### src/rtl/comp_pkg.sv
// Shared types for the key-search controller: FSM state encoding and key width.
package comp_pkg;

  localparam int KEY_W = 4;

  typedef logic [KEY_W-1:0] key_t;

  typedef enum logic [1:0] {
    IDLE = 2'd0,
    SCAN = 2'd1,
    DONE = 2'd2
  } state_t;

endpackage

### src/rtl/comp_4bits.sv
// 4-bit equality comparator datapath shared by the search controller.
module comp_4bits (
  input  logic [3:0] A,
  input  logic [3:0] B,
  output logic       EQ
);

  assign EQ = (A == B);

endmodule

### src/rtl/comp_search_ctrl.sv
// Sequential key search: scans a small table one entry per clock through a single
// shared comp_4bits instance and reports the lowest matching valid index.
module comp_search_ctrl
  import comp_pkg::*;
#(
  parameter  int DEPTH = 16,
  parameter  int W     = 4,
  localparam int IDXW  = $clog2(DEPTH)
) (
  input  logic            clk,
  input  logic            rst,
  input  logic            wr_en,
  input  logic [IDXW-1:0] wr_addr,
  input  logic [W-1:0]    wr_data,
  input  logic            clr_all,
  input  logic            start,
  input  logic [W-1:0]    key,
  output logic            busy,
  output logic            done,
  output logic            hit,
  output logic [IDXW-1:0] idx
);

  // Handshake: start is accepted on a rising edge where busy=0; done pulses for
  // one cycle when hit/idx are final; writes and clears only take effect while busy=0.

  state_t            state;
  state_t            state_nxt;
  logic [IDXW-1:0]   ptr;
  key_t              key_q;
  key_t              entries [DEPTH];
  logic [DEPTH-1:0]  valid;
  logic              eq;
  logic              match;
  logic              last;

  comp_4bits u_comp (
    .A  (entries[ptr]),
    .B  (key_q),
    .EQ (eq)
  );

  assign match = eq && valid[ptr];
  assign last  = (ptr == IDXW'(DEPTH - 1));

  always_ff @(posedge clk or posedge rst) begin
    if (rst) begin
      state <= IDLE;
    end else begin
      state <= state_nxt;
    end
  end

  always_comb begin
    state_nxt = state;
    case (state)
      IDLE:    if (start) state_nxt = SCAN;
      SCAN:    if (match || last) state_nxt = DONE;
      DONE:    state_nxt = IDLE;
      default: state_nxt = IDLE;
    endcase
  end

  always_comb begin
    busy = 1'b0;
    done = 1'b0;
    case (state)
      SCAN:    busy = 1'b1;
      DONE: begin
        busy = 1'b1;
        done = 1'b1;
      end
      default: ;
    endcase
  end

  // Table updates are gated to IDLE so the scan always sees a frozen table;
  // clear precedes write so a same-cycle write survives the clear.
  always_ff @(posedge clk or posedge rst) begin
    if (rst) begin
      valid <= '0;
      for (int i = 0; i < DEPTH; i++) begin
        entries[i] <= '0;
      end
    end else if (state == IDLE) begin
      if (clr_all) begin
        valid <= '0;
      end
      if (wr_en) begin
        valid[wr_addr]   <= 1'b1;
        entries[wr_addr] <= wr_data;
      end
    end
  end

  always_ff @(posedge clk or posedge rst) begin
    if (rst) begin
      ptr   <= '0;
      key_q <= '0;
      hit   <= 1'b0;
      idx   <= '0;
    end else begin
      case (state)
        IDLE: begin
          if (start) begin
            key_q <= key;
            ptr   <= '0;
            hit   <= 1'b0;
            idx   <= '0;
          end
        end
        SCAN: begin
          if (match) begin
            hit <= 1'b1;
            idx <= ptr;
          end else if (last) begin
            hit <= 1'b0;
            idx <= '0;
          end else begin
            ptr <= ptr + IDXW'(1);
          end
        end
        default: ;
      endcase
    end
  end

endmodule

### config.mk
export PLATFORM = sky130hd
export DESIGN_NAME = comp_search_ctrl
export DESIGN_NICKNAME = d
export VERILOG_FILES = /design/src/rtl/comp_pkg.sv /design/src/rtl/comp_4bits.sv /design/src/rtl/comp_search_ctrl.sv
export SDC_FILE = /design/constraint.sdc
export NUM_CORES = 1
export LEC_CHECK = 0
export CAP_MARGIN = 10
export CORE_MARGIN = 2
export CORE_UTILIZATION = 25
export CTS_CLUSTER_DIAMETER = 40
export DETAILED_ROUTE_END_ITERATION = 8
export PLACE_DENSITY = 0.48
export SETUP_SLACK_MARGIN = 0.3
export SLEW_MARGIN = 10
export SYNTH_ARGS = -nofsm -noshare
export SYNTH_HDL_FRONTEND = slang
export SYNTH_SLANG_ARGS = --single-unit
### constraint.sdc
create_clock -name clk -period 5.3 [get_ports clk]
set_clock_uncertainty 0.05 [all_clocks]
set_input_delay 1.06 -clock clk [delete_from_list [all_inputs] [get_ports clk]]
set_output_delay 1.06 -clock clk [all_outputs]
set_load 0.05 [all_outputs]
==> out/qor.txt <==
IO buf count: 23
CP Max Fanout: 23
largest net degree at the start of global routing: 73
gp weighted congestion: 0.770
most common cell in the synthesized netlist: dfrtp_1
Critical Path, Cell by Cell: mux4_1 > mux2i_1 > mux2i_1 > xnor2_1 > nand4_2 > a31oi_1 > mux2_2
critical path launch point type: register
fin. max-slew vios: 0
hold buffers post-CTS: 0
clock slew at reported path FFs: 0.06 ns
largest area contributor in the netlist: dfrtp_1
vias in the first global route: 2885
final hold vios: 0
synth cell count leaders: 95 x dfrtp_1, 71 x mux2_2, 23 x nand2_1, 18 x nor2_1, 16 x mux4_2
initial antenna violation count: 0
worst vdd ir: 0.000204 V
Seq/Total Area, Yosys: 52.7%
Mapped Area: 4510 µm²
relative slew slack: 31.0%
Design Area, Final: 5250 µm²
RSZ-0062 raised after global routing: false
drc violations: 0
mean area per synthesized cell: 14.0 µm²
htree depth: 3
Critical Path End Type: register
Worst Setup Path Type: register to register
Buf+Inv Stages, Crit Path: 0
core area: 17800 µm²
CP max stage cell: dfrtp_1
detailed-route via count: 2770
# diodes: 0
First-pass DRT Iterations: 4
Max Root-Sink Buffers: 2
Nets: 364
Synth Instances: 322
Max Cap Viol: 0
fin crit period: 3.25 ns
fraction of layout cells with a size suffix above 1: 31.6%
PwrDens: 514 nW/µm²
CP arrival: 3.43 ns
post-cts sizing count: 0
die area: 19100 µm²
Setup Viol. Count Final: 0
post-detailed-route count of antenna-violating nets: 0
grt ovf: 0
CP peak stage delay: 1.03 ns
Placed Area: 4960 µm²
I/O pin cnt: 24
largest delay contributor family on the critical path: multiplexers
CTS tree: done
Synth top area share: 52.7%
Initial Utilization: 25.3%
# rows: 49
hold_ws: 0.424 ns
CTS Buf Count: 9
chip height: 138 µm
P&R area growth vs syn: 16.5%
Power, Total: 2700 µW
hpwl dp: 7380 µm
Via density: 4.83
Iter 0 DRT Violations: 150
total track usage: 11.6%
syn_nets: 344
die width: 138 µm
Netlist cell types: 39
leakage power: 0.00237 µW
Routed WL per cell: 18.6 µm
root buf cell: clkbuf_16
f_max: 307 MHz
postcts setup bufs: 0
top cells by area, synth: dfrtp_1 53%, mux2_2 18%, mux4_2 8.0%
reg2reg setup slack: 2.05 ns
first-pass GRT wire length: 16900 µm
ys async rst share: 100%
Syn. warnings: 0
Critical Path RT: 5.47 ns
Hold Crit Class: register to register
Post-synth EDFFs: 0
setup TNS: 0 ns
clock sink count: 95
Worst-Margin Slew: 1.03 ns
outcome: finished clean
detailed-route wire length: 10700 µm
final core occ: 29.4%
synthesized flop and latch total: 95
fin crit share: 61.4%
Most used DFF post-synth: dfrtp_1
Most Frequent Cell on Critical Path: mux2i_1
clock latency on the worst-skew pair: 0.34 ns
==> area by class of cell <==
class / count / area [µm²]
multi-input combinational: 204 / 2010
timing repair buffer: 27 / 260
inverter: 5 / 21.3
sequential: 95 / 2380
tap: 229 / 287
clock buffer: 11 / 253
fill: 1806 / 12600
clock inverter: 3 / 43.8
==> worst paths after layout <==
check / from / end / depth (start not counted)
min: valid[10] / valid[10] / 1
min reg2reg: valid[10] / valid[10] / 1
min in group asynchronous: rst / entries[61] / 2
max reg2reg: ptr[2] / state[0] / 7
max in group asynchronous: rst / valid[2] / 3
max: ptr[2] / state[0] / 7
==> cells by family after synthesis <==
family	after synthesis	synth area share, %
adder cells (fa/ha/maj)	5	1.39
AND/OR/NAND/NOR	62	6.44
XOR/XNOR	3	0.583
buffers and inverters	23	2.69
flip-flops	95	52.7
multiplexers	103	31.2
AO/OA/AOI/OAI	31	5.02
==> through the flow <==
step / std cells / setup WS, ns
global placement: 560 / 2.06
detailed placement: 560 / 2.03
CTS: 574 / 2.02
finish: 574 / 2.05
floorplan: 322 / 1.71
global route: 574 / 1.78
==> state kept, by name (all words and copies together), names as in the netlist <==
name and cells:
hit 1, key_q 4, state 2, valid 16
idx 4, entries 64, ptr 4
==> placed cells by master (no fill, tap or decap), types with 2 or more instances in the layout <==
master | Yosys | routed
a21o_1 | 10 | 10
a21oi_1 | 4 | 4
a22o_1 | 4 | 4
a31oi_1 | 4 | 4
and3_1 | 2 | 2
buf_4 | 2 | 4
clkbuf_16 | 0 | 9
clkbuf_8 | 0 | 2
clkdlybuf4s50_1 | 0 | 23
dfrtp_1 | 95 | 95
ha_1 | 5 | 5
inv_1 | 5 | 4
mux2_2 | 71 | 71
mux2i_1 | 10 | 10
mux4_1 | 5 | 5
mux4_2 | 16 | 16
nand2_1 | 23 | 23
nand2b_1 | 5 | 5
nand3_1 | 3 | 3
nand4_1 | 2 | 2
nor2_1 | 18 | 18
nor2b_1 | 2 | 2
nor3_1 | 2 | 2
xnor2_1 | 3 | 3
==> metal layers <==
layer / global-route usage, % / part of all wire, %
met5: 0 / 0
met4: 3.01 / 1.9
met3: 3.22 / 3.6
met2: 18.6 / 48
met1: 15.5 / 46
==> where the power goes <==
| part | switching, µW | internal [µW] | total [µW] |
|---|---|---|---|
| logic | 376 | 496 | 872 |
| registers | 193 | 984 | 1180 |
| clock network | 264 | 386 | 651 |
==> worst register-to-register path, delay by kind of cell (launching register included) <==
| kind | cells | cell delay, ns |
|---|---|---|
| muxes | 4 | 1.28 |
| xor gates and xnor gates | 1 | 0.18 |
| AOI/OAI and AO/OA | 1 | 0.29 |
| and+or+nand+nor | 1 | 0.32 |
| DFF | 1 | 1.03 |
Power figures use the tool's default switching activity.
